File: src/rtl/gpr_master.sv
// gpr_master: request/response front end for the general purpose register file.
// After reset it clears every register, then it turns each accepted request into
// one write strobe, or into one read strobe followed by a returned sum.
module gpr_master #(
  parameter int unsigned DATA_W = 14,
  parameter int unsigned ADDR_W = 12,
  parameter int unsigned REG_W  = 4,
  parameter int unsigned REG_N  = 16
) (
  input  logic              clk,
  input  logic              rst,
  input  logic              req_valid,
  output logic              req_ready,
  input  logic              req_wr,
  input  logic [REG_W-1:0]  req_ra,
  input  logic [REG_W-1:0]  req_rb,
  input  logic [REG_W-1:0]  req_rc,
  input  logic [DATA_W-1:0] req_wdata,
  output logic              resp_valid,
  input  logic              resp_ready,
  output logic [DATA_W-1:0] resp_data,
  output logic              init_done,
  output logic [ADDR_W-1:0] gpr_address,
  output logic [DATA_W-1:0] gpr_data_in,
  output logic              gpr_rd,
  output logic              gpr_wr,
  input  logic [DATA_W-1:0] gpr_data_out
);

  // r_state names the phase whose outputs are being set up for the next cycle.
  // Every output comes straight from a register that is loaded at the same edge
  // as the state. Request fields are captured into those output registers at
  // acceptance, so later changes on the request port have no effect.
  typedef enum logic [2:0] {
    S_INIT,
    S_IDLE,
    S_WRITE,
    S_ISSUE,
    S_CAPTURE,
    S_RESP
  } state_t;

  state_t              r_state;
  state_t              w_state;
  logic [REG_W-1:0]    r_cnt;
  logic [REG_W-1:0]    w_cnt;

  logic                r_req_ready,   w_req_ready;
  logic                r_resp_valid,  w_resp_valid;
  logic [DATA_W-1:0]   r_resp_data,   w_resp_data;
  logic                r_init_done,   w_init_done;
  logic [ADDR_W-1:0]   r_gpr_address, w_gpr_address;
  logic [DATA_W-1:0]   r_gpr_data_in, w_gpr_data_in;
  logic                r_gpr_rd,      w_gpr_rd;
  logic                r_gpr_wr,      w_gpr_wr;

  // State, sweep counter and registered outputs; rst restarts the clear sweep.
  always_ff @(posedge clk) begin
    if (rst) begin
      r_state       <= S_INIT;
      r_cnt         <= '0;
      r_req_ready   <= 1'b0;
      r_resp_valid  <= 1'b0;
      r_resp_data   <= '0;
      r_init_done   <= 1'b0;
      r_gpr_address <= '0;
      r_gpr_data_in <= '0;
      r_gpr_rd      <= 1'b0;
      r_gpr_wr      <= 1'b0;
    end else begin
      r_state       <= w_state;
      r_cnt         <= w_cnt;
      r_req_ready   <= w_req_ready;
      r_resp_valid  <= w_resp_valid;
      r_resp_data   <= w_resp_data;
      r_init_done   <= w_init_done;
      r_gpr_address <= w_gpr_address;
      r_gpr_data_in <= w_gpr_data_in;
      r_gpr_rd      <= w_gpr_rd;
      r_gpr_wr      <= w_gpr_wr;
    end
  end

  // Next state and next output values; strobes and ready default low, data holds.
  always_comb begin
    w_state       = r_state;
    w_cnt         = r_cnt;
    w_req_ready   = 1'b0;
    w_resp_valid  = r_resp_valid;
    w_resp_data   = r_resp_data;
    w_init_done   = r_init_done;
    w_gpr_address = r_gpr_address;
    w_gpr_data_in = r_gpr_data_in;
    w_gpr_rd      = 1'b0;
    w_gpr_wr      = 1'b0;

    case (r_state)
      S_INIT: begin
        w_gpr_wr      = 1'b1;
        w_gpr_address = ADDR_W'(r_cnt);
        w_gpr_data_in = '0;
        w_cnt         = r_cnt + REG_W'(1);
        if (r_cnt == REG_W'(REG_N - 1)) begin
          w_state = S_IDLE;
        end
      end

      S_IDLE: begin
        w_req_ready = 1'b1;
        w_init_done = 1'b1;
        if (req_valid && r_req_ready) begin
          w_req_ready = 1'b0;
          if (req_wr) begin
            // Write index sits in the low field with every higher bit clear.
            w_gpr_wr      = 1'b1;
            w_gpr_address = ADDR_W'(req_rc);
            w_gpr_data_in = req_wdata;
            w_state       = S_WRITE;
          end else begin
            w_gpr_rd      = 1'b1;
            w_gpr_address = ADDR_W'({req_ra, req_rb, req_rc});
            w_state       = S_ISSUE;
          end
        end
      end

      S_WRITE: begin
        w_req_ready = 1'b1;
        w_state     = S_IDLE;
      end

      S_ISSUE: begin
        w_state = S_CAPTURE;
      end

      S_CAPTURE: begin
        // The file registered the sum at the end of the strobe cycle.
        w_resp_valid = 1'b1;
        w_resp_data  = gpr_data_out;
        w_state      = S_RESP;
      end

      S_RESP: begin
        if (r_resp_valid && resp_ready) begin
          w_resp_valid = 1'b0;
          w_req_ready  = 1'b1;
          w_state      = S_IDLE;
        end
      end

      default: begin
        w_state = S_INIT;
        w_cnt   = '0;
      end
    endcase
  end

  assign req_ready   = r_req_ready;
  assign resp_valid  = r_resp_valid;
  assign resp_data   = r_resp_data;
  assign init_done   = r_init_done;
  assign gpr_address = r_gpr_address;
  assign gpr_data_in = r_gpr_data_in;
  assign gpr_rd      = r_gpr_rd;
  assign gpr_wr      = r_gpr_wr;

endmodule
File: config.mk
export PLATFORM = sky130hd
export DESIGN_NAME = gpr_master
export DESIGN_NICKNAME = d
export VERILOG_FILES = /design/src/rtl/gpr_master.sv
export SDC_FILE = /design/constraint.sdc
export NUM_CORES = 1
export LEC_CHECK = 0
export BUFFER_PORTS_ARGS = -buffer_cell sky130_fd_sc_hd__buf_2
export CAP_MARGIN = 5
export CELL_PAD_IN_SITES_DETAIL_PLACEMENT = 1
export CELL_PAD_IN_SITES_GLOBAL_PLACEMENT = 2
export CORE_UTILIZATION = 26
export CTS_CLUSTER_SIZE = 40
export DETAILED_ROUTE_END_ITERATION = 7
export GPL_TIMING_DRIVEN = 0
export PLACE_DENSITY_LB_ADDON = 0.25
export SLEW_MARGIN = 30
export SYNTH_ARGS = -nofsm -noshare
export SYNTH_HDL_FRONTEND = slang
export SYNTH_SLANG_ARGS = --single-unit
File: constraint.sdc
create_clock -name clk -period 1.87 [get_ports clk]
set_clock_uncertainty 0.2 [all_clocks]
set_input_delay 0.187 -clock clk [delete_from_list [all_inputs] [get_ports clk]]
set_output_delay 0.187 -clock clk [all_outputs]
set_load 0.01 [all_outputs]
==> results of run 1 <==
-- critical path: cells and delay by family, from the launching register on --
family	cells	cell delay, ns
AOI/OAI and AO/OA	1	0.12
DFF	1	0.35
buffers and inverters	2	0.28
and+or+nand+nor	2	0.72
-- placed cells by master (no fill, tap or decap), types with 2 or more instances in the layout --
| cell type | instances |
|---|---|
| nand3_1 | 8 |
| clkbuf_8 | 6 |
| a211oi_1 | 4 |
| dlygate4sd3_1 | 37 |
| nor4b_1 | 2 |
| nor2_1 | 6 |
| dfxtp_1 | 52 |
| o31ai_1 | 2 |
| nor2b_1 | 4 |
| clkbuf_2 | 3 |
| a21oi_1 | 27 |
| a22o_1 | 14 |
| buf_6 | 3 |
| clkbuf_1 | 8 |
| o32ai_1 | 9 |
| a31oi_1 | 3 |
| or3b_2 | 2 |
| inv_1 | 10 |
| buf_2 | 91 |
| nand2_1 | 32 |
| mux2i_1 | 4 |
-- metrics by stage --
stage | setup slack [ns] | TNS (ns) | instance area, sq um
floorplan | 0.212 | 0 | 2020
global placement | -0.0818 | -1.39 | 2590
detailed placement | -0.110 | -1.44 | 2590
CTS | 0.0397 | 0 | 3060
global route | 0.00517 | 0 | 3080
finish | 0.102 | 0 | 3080
-- area by class of cell --
| class | count | area share |
|---|---|---|
| inverters | 10 | 0.0122 |
| flip-flops and latches | 52 | 0.338 |
| plain buffers | 16 | 0.0288 |
| clock buffers | 7 | 0.0280 |
| repair buffers | 126 | 0.265 |
| multi-input cells | 138 | 0.286 |
| clock inverters | 1 | 0.00244 |
| well taps | 99 | 0.0402 |
-- state kept, by name, summed over array words and instances (netlist names) --
name,flops
gpr_wr,1
gpr_address,12
r_state,3
r_cnt,4
req_ready,1
resp_data,14
gpr_data_in,14
gpr_rd,1
resp_valid,1
init_done,1
-- how the worst max path moves through the flow --
stage	start	end	slack [ns]
final	r_state[0]	gpr_address[5]	0.10
after global placement	r_state[1]	resp_data[8]	-0.08
after floorplan	r_state[0]	gpr_address[10]	0.21
after detailed placement	r_state[1]	resp_data[4]	-0.11
after global routing	r_state[2]	gpr_address[2]	0.005
after CTS	req_ready	gpr_data_in[6]	0.04
-- logic make-up after synthesis --
kind of cell	Yosys count	share of synthesized area
simple gates	67	0.170
compound gates	66	0.228
flops	52	0.515
buf+inv	28	0.0606
mux	4	0.0198
fa+ha+maj	1	0.00619
-- routing by layer --
metal / share of wire / track usage / vias up / routed length [um]
li1: - / - / 1041 / -
met1: 0.45 / 0.210 / 965 / 2890
met2: 0.51 / 0.297 / 51 / 3280
met3: 0.034 / 0.0321 / 8 / 219
met4: 0.014 / 0.0417 / 0 / 90
met5: 0 / 0 / - / 0
-- power by group through the flow --
stage,sequential [uW],clock [uW],combinational (uW)
6_report,1130,680,165
5_1_grt,1130,758,183
4_1_cts,1130,711,165
3_5_place_dp,1150,0,104
3_3_place_gp,1150,0,102
2_1_floorplan,1150,0,36.7
-- timing repair --
action,4_1_cts,5_1_grt
hold endpoints to repair,38,0
hold buffers,37,0
cloned,0,0
gates resized for setup,2,10
endpoints found under the setup margin,21,35
==> reports/metrics.cfg, run 1 <==
[place]
gp_congestion = 0.784
io_buffers = 89
dp_hpwl_um = 4270
place_inst = 406

[power]
switching_power_uw = 449
p_clk_frac = 0.345
intPower_uw = 1520
power_uw = 1970
p_per_area_nw_per_um2 = 640
switching_share = 0.228
combPwrFrac = 0.084
pwr-share-seq = 0.572
vdd_drop_max_uv = 281
p_leak_uw = 0.00131

[synth]
syn_nets = 264
synth_edf_count = 0
synth_most_common_cell = dfxtp_1
synth.area.top_cells = dfxtp_1 51%, a21oi_1 6.7%, a22o_1 6.1%, nand2_1 5.9%, o32ai_1 3.9%
synth_commonest_cells = 52 x dfxtp_1, 32 x nand2_1, 27 x a21oi_1
synth.top_cell.area_share = 0.515
syn_inst = 218
synth_area_sq_um = 2020
ys.warnings.count = 0
async_flop_share = 0
ys_ff_latch = 52
synthFlopType = dfxtp_1
seq_area_frac_synth = 0.515
synth.avg_cell_area_sq_um = 9.27
yosysTopAreaCell = dfxtp_1
synth.distinct_cells = 40

[floorplan]
num_rows = 31
dieHeight_um = 90.2
die-area_sq_um = 8130
ioPinCount = 90
dieWidth_um = 90.2
coreArea_sq_um = 7370
initial_core_util = 0.274

[min_path]
worstHoldStart = resp_ready
hold_path_depth = 4
holdPathEnd = resp_valid
hold_class = in -> reg

[setup_path]
max_stage_delay_ns = 0.49
crit_fanout = 10
crit_slowest_cell = or4b_4
crit_chain = buf_6, or4b_4, or2_0, buf_6, o32ai_1
cp.arrival_ns = 1.78
r2r-end = gpr_address[5]
cp_common_cell = buf_6
critPathLaunchType = flip-flop
reg2reg_slack_ns = 0.10
timing.rr.start = r_state[0]
required_ns = 1.88
critical_path_class = reg -> reg
rr_worst_depth = 5
cp-end-kind = flip-flop

[clock_tree]
h-tree-depth = 2
cts_tree = done
clk_latency_ns = 0.30
cts_setup_buffers = 0
path_clk_slew_ns = 0.09
cts-buffers-inserted = 5
clock-sinks = 52
clk_path_buf_depth = 2
cts-root-buf = clkbuf_8

[detailed_routing]
dr.first_iter.drc_count = 44
drt-total-wl_um = 6490
detail_route.wl_per_cell_um = 14.4
drcViolationCount = 0
postRouteAntennaNets = 0
firstDrtPassIters = 4
via_count = 2065
viasPerCell = 4.60

[flow_run]
cap_violations = 0

[outcome]
status = finished, final reports clean

[sta]
hold_viol = 0
setup_viol = 0
rsz0062_at_grt = no
holdWs_ns = 0.0373
slew_headroom = 0.625
fmax_mhz = 566
max_slew.worst_pin.slew_ns = 0.562
fin_crit_sh = 0.945
slew_violations = 0
min_period_ns = 1.77

[cells_and_area]
syn2layout_area_growth_pct = 52.4
n_antenna_cell = 0
seqCellArea_sq_um = 1040
n_fill_cell = 899
drive_gt1_frac = 0.326
postLayoutCoreUtil = 0.418
fin_cells = 449
multi_input_area_sq_um = 881
fin_nets = 395

[grt]
grt_pass1_vias = 2276
antenna_found_initial = 0
grtUsageTotal = 0.168
grt_first_pass_wirelength_um = 11200
grt_remaining_overflow = 0
grt_max_degree = 16

Power figures use the tool's default switching activity.
==> run 2: changes to the inputs <==
Clock period 1.87 ns to 1.9 ns, I/O delays scaled along.
==> reports/metrics.cfg, run 2 (synthesized netlist as in run 1, its figures left out) <==
[outcome]
status = finished, final reports clean

[cells_and_area]
multi_input_area_sq_um = 870
fin_cells = 449
syn2layout_area_growth_pct = 51.7
final_common_cell = buf_2
fin_nets = 395
drive_gt1_frac = 0.323
final_cell_area_sq_um = 3070
final_cell_mix = 91 x buf_2, 52 x dfxtp_1, 37 x dlygate4sd3_1, 32 x nand2_1, 27 x a21oi_1
n_antenna_cell = 0
seqCellArea_sq_um = 1040
n_fill_cell = 902

[sta]
fin_setup_tns_ns = 0
min_period_ns = 1.78
max_slew.worst_pin.slew_ns = 0.573
slew_violations = 0
fmax_mhz = 563
hold_viol = 0
rsz0062_at_grt = no
slew_headroom = 0.618
fin_crit_sh = 0.935
setup_viol = 0

[detailed_routing]
postRouteAntennaNets = 0
viasPerCell = 4.61
via_count = 2069
dr.first_iter.drc_count = 41
drcViolationCount = 0
drt-total-wl_um = 6440
firstDrtPassIters = 4
detail_route.wl_per_cell_um = 14.3

[grt]
grt_first_pass_wirelength_um = 11200
grt_max_degree = 16
antenna_found_initial = 0
grt_pass1_vias = 2276
grtUsageTotal = 0.168
grt_remaining_overflow = 0

[setup_path]
crit_fanout = 10
timing.rr.start = r_state[0]
cp-end-kind = flip-flop
critPathLaunch = r_state[0]
critPathLaunchType = flip-flop
critical_path_class = reg -> reg
cp.arrival_ns = 1.78
required_ns = 1.91

[floorplan]
initial_core_util = 0.274
dieWidth_um = 90.2
coreArea_sq_um = 7370
num_rows = 31
ioPinCount = 90
die-area_sq_um = 8130
dieHeight_um = 90.2

[power]
p_clk_frac = 0.345
power_uw = 1940
pwr-share-seq = 0.572
combPwrFrac = 0.084
p_per_area_nw_per_um2 = 633
vdd_drop_max_uv = 276
switching_power_uw = 441
switching_share = 0.227
p_leak_uw = 0.00132
intPower_uw = 1500

[clock_tree]
cts_tree = done
cts-buffers-inserted = 5
cts-root-buf = clkbuf_8
h-tree-depth = 2
clk_latency_ns = 0.30
clk_path_buf_depth = 2
cts_setup_buffers = 0
path_clk_slew_ns = 0.09
clock-sinks = 52

[min_path]
hold_class = in -> reg
worstHoldStart = resp_ready

[place]
io_buffers = 89
placed_cell_area_sq_um = 2590
place_inst = 406
gp_congestion = 0.784
dp_hpwl_um = 4270

[flow_run]
cap_violations = 0

## run 2: layer usage
layer	wire [um]	track usage	vias to the layer above
met1	2880	0.210	967
met2	3250	0.297	53
met3	220	0.0321	8
met4	90	0.0417	0
met5	0	0	-
li1	-	-	1041
## run 2: through the flow
stage                     setup WS [ns]   util  hold WS, ns
final                             0.124  0.416       0.0411
after CTS                        0.0697  0.416       0.0279
after floorplan                   0.242      -        0.116
after global routing           0.000612  0.416       0.0324
after global placement          -0.0518  0.352        0.200
after detailed placement        -0.0802  0.352        0.205
## run 2: path summary, 6_finish.rpt
path | end | slack, ns | depth (start not counted)
setup / recovery | gpr_address[5] | 0.12 | 5
hold / removal | resp_valid | 0.04 | 4
setup reg to reg | gpr_address[5] | 0.12 | 5
hold reg to reg | resp_data[1] | 0.26 | 2
## run 2: power by group through the flow
stage / sequential (uW) / combinational [uW] / clock [uW]
CTS: 1110 / 162 / 699
floorplan: 1130 / 36.1 / 0
global placement: 1140 / 100 / 0
finish: 1110 / 162 / 669
global route: 1110 / 180 / 747
detailed placement: 1140 / 103 / 0
## run 2: worst max-delay path, cell delays in order, from the launching register on
cell and delay [ns]:
dfxtp_1 0.33, buf_4 0.17, or4b_4 0.50, or2_0 0.23, buf_6 0.14, o32ai_1 0.12
## run 2: cell type report
type,count,share of cell area
inverter,10,0.0122
multi-input combinational,138,0.284
sequential,52,0.339
clock inverter,1,0.00245
buffer,16,0.0277
clock buffer,7,0.0282
tap,99,0.0404
timing repair buffer,126,0.266
## run 2: what timing repair did
| action | 4_1_cts | 5_1_grt |
|---|---|---|
| gates cloned | 0 | 0 |
| endpoints found under the setup margin | 21 | 35 |
| hold endpoints to repair | 38 | 0 |
| resized for setup | 2 | 7 |
| hold buffers | 37 | 0 |
